--- config.mk ---
export PLATFORM = sky130hd
export DESIGN_NAME = mux4_rr_arbiter
export DESIGN_NICKNAME = d
export VERILOG_FILES = /design/src/rtl/mux4_rr_arbiter.sv
export SDC_FILE = /design/constraint.sdc
export NUM_CORES = 1
export LEC_CHECK = 0
export ABC_CLOCK_PERIOD_IN_PS = 2100
export BUFFER_PORTS_ARGS = -buffer_cell sky130_fd_sc_hd__buf_2
export CORE_MARGIN = 4
export CORE_UTILIZATION = 54
export CTS_CLUSTER_SIZE = 12
export DETAILED_ROUTE_END_ITERATION = 6
export HOLD_SLACK_MARGIN = 0.02
export PLACE_DENSITY_LB_ADDON = 0.12
export RECOVER_POWER = 50
export SLEW_MARGIN = 30
export SYNTH_ARGS = -nofsm -noshare
export SYNTH_HDL_FRONTEND = slang
export SYNTH_SLANG_ARGS = --single-unit
--- constraint.sdc ---
create_clock -name clk -period 2.1 [get_ports clk]
set_clock_uncertainty 0.2 [all_clocks]
set_input_delay 0.105 -clock clk [delete_from_list [all_inputs] [get_ports clk]]
set_output_delay 0.105 -clock clk [all_outputs]
set_load 0.02 [all_outputs]
--- src/rtl/mux4_rr_arbiter.sv ---
// mux4_rr_arbiter: round-robin arbiter that owns the select of a shared 4:1 mux.
// The owner keeps the grant until it drops its request, or until HOLD_MAX
// grant cycles have passed while another requester is waiting.
// At least one idle cycle with grant=0 separates any two owners
// (break-before-make).
// Optional feature: define MUX4_ARB_LOCK_EN to add a 'lock' input. While lock
// is high in GRANT, timeout preemption is held off.
module mux4_rr_arbiter #(
  parameter int HOLD_MAX = 8
) (
  input  logic       clk,
  input  logic       rst_n,
  input  logic [3:0] req,
`ifdef MUX4_ARB_LOCK_EN
  input  logic       lock,
`endif
  output logic [3:0] grant,
  output logic [1:0] sel,
  output logic       busy,
  output logic       preempt
);

  typedef enum logic {
    ST_IDLE  = 1'b0,
    ST_GRANT = 1'b1
  } state_t;

  // Last hold_cnt value before a timeout can fire.
  // With HOLD_MAX=0, preemption is disabled.
  localparam bit         HOLD_EN   = (HOLD_MAX != 0);
  localparam logic [7:0] HOLD_LAST = HOLD_EN ? 8'(HOLD_MAX - 1) : 8'd0;

  state_t     r_state;
  logic [3:0] r_grant;
  logic [1:0] r_sel;
  logic [1:0] r_last;
  logic [7:0] r_hold_cnt;
  logic       r_busy;
  logic       r_preempt;

  state_t     w_state_nxt;
  logic [3:0] w_grant_nxt;
  logic [1:0] w_sel_nxt;
  logic [1:0] w_last_nxt;
  logic [7:0] w_hold_nxt;
  logic       w_busy_nxt;
  logic       w_preempt_nxt;
  logic [1:0] w_winner;
  logic       w_others;
  logic       w_lock;
  logic       w_timeout;

  // Search order is last+1 .. last+4 (mod 4).
  // The previous owner is checked last, so it wins only when it is the sole requester.
  function automatic logic [1:0] rr_pick(input logic [3:0] r, input logic [1:0] l);
    logic [1:0] idx;
    logic       found;
    rr_pick = l;
    found   = 1'b0;
    for (int k = 1; k <= 4; k++) begin
      idx = l + 2'(k);
      if (!found && r[idx]) begin
        rr_pick = idx;
        found   = 1'b1;
      end
    end
  endfunction

  function automatic logic [3:0] onehot4(input logic [1:0] i);
    onehot4 = 4'b0001 << i;
  endfunction

`ifdef MUX4_ARB_LOCK_EN
  assign w_lock = lock;
`else
  assign w_lock = 1'b0;
`endif

  assign w_winner  = rr_pick(req, r_last);
  assign w_others  = |(req & ~r_grant);
  assign w_timeout = HOLD_EN && (r_hold_cnt == HOLD_LAST) && w_others && !w_lock;

  // Next-state and next-output logic for the IDLE/GRANT arbiter.
  always_comb begin
    w_state_nxt   = r_state;
    w_grant_nxt   = r_grant;
    w_sel_nxt     = r_sel;
    w_last_nxt    = r_last;
    w_hold_nxt    = r_hold_cnt;
    w_busy_nxt    = r_busy;
    w_preempt_nxt = 1'b0;
    case (r_state)
      ST_IDLE: begin
        if (|req) begin
          w_state_nxt = ST_GRANT;
          w_grant_nxt = onehot4(w_winner);
          w_sel_nxt   = w_winner;
          w_last_nxt  = w_winner;
          w_hold_nxt  = 8'd0;
          w_busy_nxt  = 1'b1;
        end else begin
          w_grant_nxt = 4'b0000;
          w_busy_nxt  = 1'b0;
        end
      end
      ST_GRANT: begin
        // A request drop counts as a release and takes priority over a timeout.
        if (!req[r_sel]) begin
          w_state_nxt = ST_IDLE;
          w_grant_nxt = 4'b0000;
          w_busy_nxt  = 1'b0;
        end else if (w_timeout) begin
          w_state_nxt   = ST_IDLE;
          w_grant_nxt   = 4'b0000;
          w_busy_nxt    = 1'b0;
          w_preempt_nxt = 1'b1;
        end else begin
          if (r_hold_cnt != HOLD_LAST) begin
            w_hold_nxt = r_hold_cnt + 8'd1;
          end else begin
            w_hold_nxt = r_hold_cnt;
          end
        end
      end
      default: begin
        w_state_nxt = ST_IDLE;
        w_grant_nxt = 4'b0000;
        w_busy_nxt  = 1'b0;
      end
    endcase
  end

  // State and registered-output update, with asynchronous reset.
  always_ff @(posedge clk or negedge rst_n) begin
    if (!rst_n) begin
      r_state    <= ST_IDLE;
      r_grant    <= 4'b0000;
      r_sel      <= 2'd0;
      r_last     <= 2'd3;
      r_hold_cnt <= 8'd0;
      r_busy     <= 1'b0;
      r_preempt  <= 1'b0;
    end else begin
      r_state    <= w_state_nxt;
      r_grant    <= w_grant_nxt;
      r_sel      <= w_sel_nxt;
      r_last     <= w_last_nxt;
      r_hold_cnt <= w_hold_nxt;
      r_busy     <= w_busy_nxt;
      r_preempt  <= w_preempt_nxt;
    end
  end

  assign grant   = r_grant;
  assign sel     = r_sel;
  assign busy    = r_busy;
  assign preempt = r_preempt;

endmodule

Word-level counts from Yosys, hierarchy flattened
Cells that the tools add are included.

$add $sub $neg: 4. Order comparisons: 5. Eq/ne operators: 7. Shift operators: 1. Multiplexer cells: 36. Bitwise gates (word level): 3. Reduce and logical (&&, ||, !) cells: 11.

Operator list (count): 8-bit 2-to-1 mux (4); 1-bit 2-to-1 mux (16); 8-bit one-hot mux with 2 select lines (1); 2-bit by 3-bit less-than comparator with 1-bit output, second input constant (5); 4-bit 2-to-1 mux (3); 1-bit binary-select mux with 2-bit select (5); 8-bit by 1-bit adder with 8-bit output, second input constant (1); 8-bit by 3-bit equality test with 1-bit output, second input constant (1); 2-bit 2-to-1 mux (4); 8-bit by 3-bit inequality test with 1-bit output, second input constant (1); 4-bit one-hot mux with 2 select lines (1); 4-bit OR reduction (2); 2-bit adder, second input constant (2); 4-bit AND (1); 1-bit logical AND (4); 2-bit by 1-bit inequality test with 1-bit output, second input constant (2); 2-bit inequality test, second input constant (2); 4-bit inverter (1); 1-bit one-hot mux with 2 select lines (2); 4-bit AND reduction (1); 1-bit by 2-bit left shift with 4-bit output, first input constant (1); 1-bit logical NOT (3); 3-bit inequality test, second input constant (1); 2-bit by 1-bit adder with 2-bit output, second input constant (1); other kinds (2) (2).

Flip-flop bits (word level): 19. Output and inout port bits: 8. Word-level logic and storage cells: 74.

Longest topological paths before layout
Gate-level depths: netlist (run 1).

Word-level depth: 16. Depth in mapped cells: 6.

Worst setup path before layout (run 1)
OpenSTA, ideal clock, no wires.

Path type: reg2reg. Start point: reg r_sel[1] (netlist: sel[1]). End point: reg r_hold_cnt[5]. Setup time: 0.140 ns. Arrival time: 1.440 ns. Slack: 0.320 ns. Stages on the path, launching flop included: 6. Path through: dfrtp_1 > mux2i_1 > o22a_1 > buf_2 > o311ai_0 > o41ai_1.

Longest elaborated chain between the ends: 4.

RTL lines: from (decl) (RTL line 35) `logic [1:0] r_sel;`; from (signal assigned) (RTL line 146) `r_sel <= w_sel_nxt;`; 1-bit binary-select mux with 2-bit select (RTL line 108) `if (!req[r_sel]) begin`; 1-bit 2-to-1 mux (not written as such) (RTL line 108); 2-bit by 1-bit inequality test with 1-bit output (no line); 4-bit AND reduction (no line); to (signal assigned) (RTL line 148) `r_hold_cnt <= w_hold_nxt;`; to (decl) (RTL line 37) `logic [7:0] r_hold_cnt;`.

No other way between the ends. The select of a mux whose other input is x is not followed. A chain may end at the register's enable or synchronous reset.

Worst setup path after layout (run 1)
Start point: reg r_sel[1] (netlist: sel[1]). End point: reg r_hold_cnt[7].

Same word-level chain as after synthesis.

==> results of run 1 <==
[layer usage]
layer,part of all wire (%),wire length [um],vias up
met1,46,879,383
met4,0.83,16,0
li1,-,-,386
met3,5.0,96,2
met5,0,0,-
met2,48,927,25
[sequential cells by signal (all words and copies together) (netlist names)]
| signal | flops |
|---|---|
| busy | 1 |
| sel | 2 |
| r_last | 2 |
| preempt | 1 |
| grant | 4 |
| r_state | 1 |
| r_hold_cnt | 8 |
[through the flow]
stage	instances	worst slack, ns	hold slack, ns
detailed placement	130	0.198	-0.138
global route	135	0.0689	0.180
CTS	135	0.148	0.0778
global placement	130	0.281	-0.145
finish	135	0.166	0.173
floorplan	95	0.320	-0.391
[layout make-up]
type / instances / area [sq um] / area share [%]
inverter: 2 / 7.51 / 0.698
clock buffer: 4 / 26.3 / 2.44
sequential: 19 / 478 / 44.4
tap: 24 / 30.0 / 2.79
multi-input combinational: 71 / 458 / 42.6
timing repair buffer: 15 / 76.3 / 7.09
[placed cells by master (no fill, tap or decap), types with 3 or more instances in the layout]
| master | synthesis | routed |
|---|---|---|
| clkbuf_4 | 0 | 3 |
| mux2i_1 | 5 | 5 |
| o31ai_1 | 3 | 3 |
| nand2b_1 | 6 | 6 |
| dfrtp_1 | 17 | 17 |
| clkbuf_1 | 2 | 6 |
| o21a_1 | 3 | 3 |
| nor2_1 | 6 | 6 |
| nand4_1 | 3 | 3 |
| nand2_1 | 10 | 10 |
| buf_2 | 1 | 8 |
| o21ai_0 | 6 | 6 |
[cells by family after synthesis]
family	count (synthesis)
AO/OA/AOI/OAI	28
adder cells (fa/ha/maj)	1
buffers and inverters	5
flip-flops	19
multiplexers	5
AND/OR/NAND/NOR	37
[power by group through the flow]
stage / clock, mW / combinational [mW] / sequential (mW)
floorplan: 0 / 0.360 / 0.661
global placement: 0 / 0.590 / 0.592
detailed placement: 0 / 0.606 / 0.598
CTS: 0.184 / 0.606 / 0.590
global route: 0.209 / 0.656 / 0.612
finish: 0.176 / 0.594 / 0.591
[worst max-delay path by stage]
stage | from | to | slack [ns] | cells after the start
finish | sel[1] | r_hold_cnt[7] | 0.17 | 4
global route | sel[1] | r_state | 0.07 | 4
CTS | sel[1] | r_hold_cnt[7] | 0.15 | 4
detailed placement | sel[1] | r_hold_cnt[7] | 0.20 | 4
global placement | sel[0] | r_hold_cnt[7] | 0.28 | 4
floorplan | sel[1] | r_hold_cnt[5] | 0.32 | 5
[critical path: stages (launching register included)]
cell     delay [ns]
dfrtp_1        0.44
mux2i_1        0.14
o22a_1         0.36
or4_1          0.55
a21oi_1        0.17
==> summary.txt, run 1 <==
Pwr
  • Switching Fraction: 41.3%
  • P_sw: 0.562 mW
  • Sequential share of power: 43.4%
  • Pint: 0.799 mW
  • Post-layout power: 1.36 mW
  • Leak Pwr: 0.464 nW
  • Power density over the cells: 1270 nW/um^2
  • Peak VDD IR: 0.000665 V
  • Clk pwr share: 13.0%
  • Combinational cell fraction of total power: 43.6%

Final layout
  • Final core utilization: 67.5%
  • Fill cells: 133
  • Share of cells above drive strength 1: 14.4%
  • N_diodes: 0
  • Synth-to-Final Area Change: 12.6%
  • Post-route cell area: 1080 sq um
  • Final layout net count: 119

Synth
  • Xor/xnor share of the synthesized area: 0%
  • Post-synth EDFFs: 0
  • Mux contribution to synthesized area: 5.24%
  • Largest cells by area after synthesis: dfrtp_1, dfstp_2, mux2i_1
  • Top_reg_cell synth: dfrtp_1
  • Distinct cell type count after synthesis: 32
  • Avg Cell Area, Syn: 10.1 sq um
  • Synth warn: 0
  • Synth top area share: 44.5%
  • Asr flop ratio synth: 100%
  • Synth Instances: 95
  • Dominant cell type by area after synthesis: dfrtp_1
  • Yosys reg bits: 19
  • Commonest cells in the netlist: dfrtp_1, nand2_1, nand2b_1, nor2_1, o21ai_0
  • Mapped cell area: 956 sq um
  • Synth Net Count: 102
  • Top-count cell post-synth: dfrtp_1
  • Sequential fraction of the synthesis area: 50.0%
  • Post-Synth Simple-Gate Area: 19.9%
  • Adder-Cell Fraction of Synth Area: 1.31%
  • Post-synthesis compound-gate area fraction: 21.5%
  • Largest family of logic cells by synthesized area: compound AO/OA/AOI/OAI gates

Worst setup path
  • CP endpoint kind: register
  • Critical path peak fanout: 14
  • Reg2reg start: sel[1]
  • Reg2Reg Depth: 4
  • Element type at the critical path start: register
  • Critical R2R Capture: r_hold_cnt[7]
  • Arrival time worst endpoint: 1.94 ns
  • Setup CP Type: register to register
  • Required time of the critical path: 2.11 ns
  • R2r setup slk: 0.17 ns

Clock network
  • Post-CTS sizing: 0
  • Clock-pin slew on the worst setup and hold paths: 0.10 ns
  • Post-CTS Setup Bufs: 0
  • Max H-tree Level: 1
  • Hold Buf Count CTS: 1
  • Root Driver: clkbuf_4
  • Total CTS buffers: 3
  • Sink Count: 19
  • Worst skew pair latency: 0.29 ns
  • CTS tree: yes
  • Clock Tree Buf Depth: 2

STA
  • Worst slew pin tran: 1.00 ns
  • Highest clock rate: 517 MHz
  • Final setup viols: 0
  • Slew headroom: 33.3%
  • Period utilization: 92.1%
  • RSZ-0062 raised after global routing: no
  • Final hold violations: 0
  • Setup TNS: 0 ns
  • Final-report max-slew violation count: 0
  • Min Tclk post-route: 1.93 ns

Route
  • Routed Antenna Nets: 0
  • Via density per instance: 5.90
  • Per-cell routed wire length: 14.2 um
  • DRT Pass-1 Iters: 4
  • DR vias: 796
  • Final WL: 1920 um
  • DRT iter0 DRCs: 22
  • Drc violations: 0

Die
  • Die Ht: 50.1 um
  • Num rows: 14
  • Initial Utilization: 60.0%
  • Die area: 2510 sq um
  • Width of the die: 50.1 um
  • I/O Pins: 14
  • Core area: 1590 sq um

Hold path
  • Min-Delay Path Class: primary input to register
  • Worst hold endpoint: preempt
  • Hold Path Depth: 5
  • Worst hold start: req[1]

GRT
  • Grt met3 use: 3.01%
  • Largest net degree at the start of global routing: 20
  • Initial antenna violation count: 0
  • Global-route wire length before repair: 3420 um
  • GRT Util Overall: 17.8%
  • Vias in the first global route: 755
  • Busiest grt layer: met2
  • Met2 GRT Util: 29.6%
  • Overflow after GRT: 0
  • GR Util met1: 22.9%

Outcome
  • Status: completed

Placement
  • DP Wirelength: 1390 um
  • GPL Wtd Cong: 0.838
  • I/O Buffers: 13
  • Placed cell area: 1050 sq um

Flow run
  • Max cap viols: 0
No activity file was read; power rests on OpenSTA's default activity.
==> run 2: changes to the inputs <==
- SETUP_SLACK_MARGIN: default -> 0.5
==> run 2 against run 1 <==
Compared with the run above: sequential cell count stayed put; clock power up 3%; utilization increased by 5.0 points; hold slack gained 0.017 ns; count of clock-buffer cells in the layout unchanged; largest cell class is now multi-input gates; sequential power increased by 1%; largest power group unchanged; global-route usage is essentially flat; highest routed layer unchanged; critical path type unchanged; fmax is 15% higher; register-to-register slack better by 0.26 ns; final cell count rose by 3.7%; combinational power rose by 15%.
==> summary.txt, run 2 (synthesis gave the netlist of run 1 again) <==
GRT
  • Initial antenna violation count: 0 (unchanged)
  • Largest net degree at the start of global routing: 20 (unchanged)
  • Global-route wire length before repair: 3390 um (-1.0%)
  • Overflow after GRT: 0 (unchanged)
  • Vias in the first global route: 753 (-0.26%)
  • GRT Util Overall: 17.8% (about the same)

Final layout
  • Most frequent cells in the layout: dfrtp_1, nand2_1, buf_2
  • Commonest non-fill, non-tap cell in the layout: dfrtp_1
  • Fill cells: 122 (-8.3%)
  • Synth-to-Final Area Change: 20.9%
  • Max reg flops: 8 (unchanged)
  • Final Instance Count excl. Fillers: 140 (+3.7%)
  • Share of cells above drive strength 1: 27.6% (+13 points)
  • Final layout net count: 124 (+4.2%)
  • Reg with most FFs: r_hold_cnt
  • Final core utilization: 72.5% (+5.0 points)
  • N_diodes: 0 (unchanged)
  • Post-route cell area: 1160 sq um (+7.4%)

STA
  • Final-report max-slew violation count: 0 (unchanged)
  • RSZ-0062 raised after global routing: yes
  • Slew headroom: 33.6% (+0.29 points)
  • Setup TNS: 0 ns (unchanged)
  • Final hold violations: 0 (unchanged)
  • Period utilization: 79.8% (-12 points)
  • Worst slew pin tran: 0.996 ns (-0.00439 ns)
  • Hold_ws: 0.190 ns (+0.0169 ns)
  • Min Tclk post-route: 1.68 ns (-0.258 ns)
  • Final setup viols: 0 (unchanged)
  • Highest clock rate: 597 MHz (+15%)

Route
  • Drc violations: 0 (unchanged)
  • Final WL: 2010 um (+4.4%)
  • DRT iter0 DRCs: 6 (-73%)
  • DRT Pass-1 Iters: 4 (unchanged)
  • Per-cell routed wire length: 14.3 um (+0.70%)
  • Uppermost routed layer: met4
  • Routed length on met3: 91 um (-5.2%)
  • Wire length on met2: 935 um (+0.86%)
  • Via density per instance: 5.79 (-1.8%)
  • M1 WL: 962 um (+9.4%)
  • DR vias: 811 (+1.9%)
  • Routed Antenna Nets: 0 (unchanged)

Clock network
  • CTS tree: yes
  • Sink Count: 19 (unchanged)
  • Max H-tree Level: 1 (unchanged)
  • Total CTS buffers: 3 (unchanged)
  • Clock Tree Buf Depth: 2 (unchanged)
  • Worst skew pair latency: 0.29 ns (about the same)
  • Clock-pin slew on the worst setup and hold paths: 0.11 ns (about the same)
  • Root Driver: clkbuf_4

Die
  • Initial Utilization: 60.0% (unchanged)
  • Die Ht: 50.1 um (unchanged)
  • Num rows: 14 (unchanged)
  • Die area: 2510 sq um (unchanged)
  • Width of the die: 50.1 um (unchanged)
  • Core area: 1590 sq um (unchanged)
  • I/O Pins: 14 (unchanged)

Placement
  • Placed Cells incl. Taps: 129 (-0.77%)
  • DP Wirelength: 1410 um (+1.5%)
  • Placed cell area: 1060 sq um (+1.3%)
  • I/O Buffers: 13 (unchanged)
  • GPL Wtd Cong: 0.751 (-10%)

Worst setup path
  • Critical path peak fanout: 6 (-8)
  • Reg2reg start: sel[1]
  • R2r setup slk: 0.42 ns (+0.26 ns)
  • Required time of the critical path: 2.12 ns (about the same)
  • Critical R2R Capture: r_hold_cnt[7]
  • Reg2Reg Depth: 4 (unchanged)
  • Arrival time worst endpoint: 1.69 ns (-0.25 ns)
  • Setup CP Type: register to register
  • CP endpoint kind: register
  • Element type at the critical path start: register

Pwr
  • Power density over the cells: 1270 nW/um^2 (+0.17%)
  • Peak VDD IR: 0.00101 V (+52%)
  • Leak Pwr: 0.485 nW (+4.6%)

Flow run
  • Max cap viols: 0 (unchanged)

Hold path
  • Worst hold endpoint: preempt
  • Hold Path Depth: 5 (unchanged)
  • Worst hold start: req[2]
  • Min-Delay Path Class: primary input to register

Outcome
  • Status: completed
## run 2: cell types whose count changed in the layout (fill, tap and decap cells not counted), moves of 2 or more
cell	before	now
o21ai_0	6	4
buf_4	1	5
o21ai_1	0	2
o22a_2	0	2
o311ai_0	2	0
o311ai_1	0	2
dfrtp_2	0	3
dfrtp_1	17	14
## run 2: routing by layer
metal | vias to the layer above | global-route usage (%)
met5 | - | 0
met4 | 0 | 5.53
met3 | 2 | 4.52
met2 | 18 | 26.1
met1 | 387 | 25.4
li1 | 404 | -
## run 2: how the worst max path moves through the flow
stage	end	startpoint	cells past startpoint	slack (ns)
finish	r_hold_cnt[7]	sel[1]	4	0.42
global placement	r_hold_cnt[7]	sel[1]	4	0.36
global route	r_hold_cnt[7]	sel[1]	4	0.34
CTS	r_hold_cnt[7]	sel[1]	4	0.42
floorplan	r_hold_cnt[5]	sel[1]	5	0.45
detailed placement	r_hold_cnt[7]	sel[1]	4	0.32
## run 2: cell type report
| cell class | count | area, sq um | share of cell area [%] |
|---|---|---|---|
| multi-input combinational | 72 | 504 | 43.6 |
| sequential | 19 | 482 | 41.7 |
| timing repair buffer | 19 | 106 | 9.20 |
| tap | 24 | 30.0 | 2.60 |
| clock buffer | 4 | 26.3 | 2.27 |
| inverter | 2 | 7.51 | 0.649 |
## run 2: repair_timing
item	4_1_cts	5_1_grt
cloned	1	0
buffers inserted	3	2
pin swaps	3	3
hold endpoints to repair	19	0
hold buffers	1	0
endpoints found under the setup margin	12	16
gates resized for setup	5	3
## run 2: metrics by stage
step / power, mW / setup WS (ns)
5_1_grt: 1.59 / 0.344
2_1_floorplan: 1.05 / 0.447
4_1_cts: 1.46 / 0.416
3_3_place_gp: 1.18 / 0.356
6_report: 1.47 / 0.425
3_5_place_dp: 1.20 / 0.325
## run 2: power by group
part,total [mW],internal (mW),switching [mW]
sequential,0.599,0.499,0.100
clock,0.181,0.0737,0.107
combinational,0.686,0.285,0.401
## run 2: worst max-delay path, cell delays in order, from the launching register on
cell and delay, ns:
dfrtp_2 0.45, mux2i_1 0.15, o22a_2 0.28, or4_1 0.40, a21oi_1 0.13
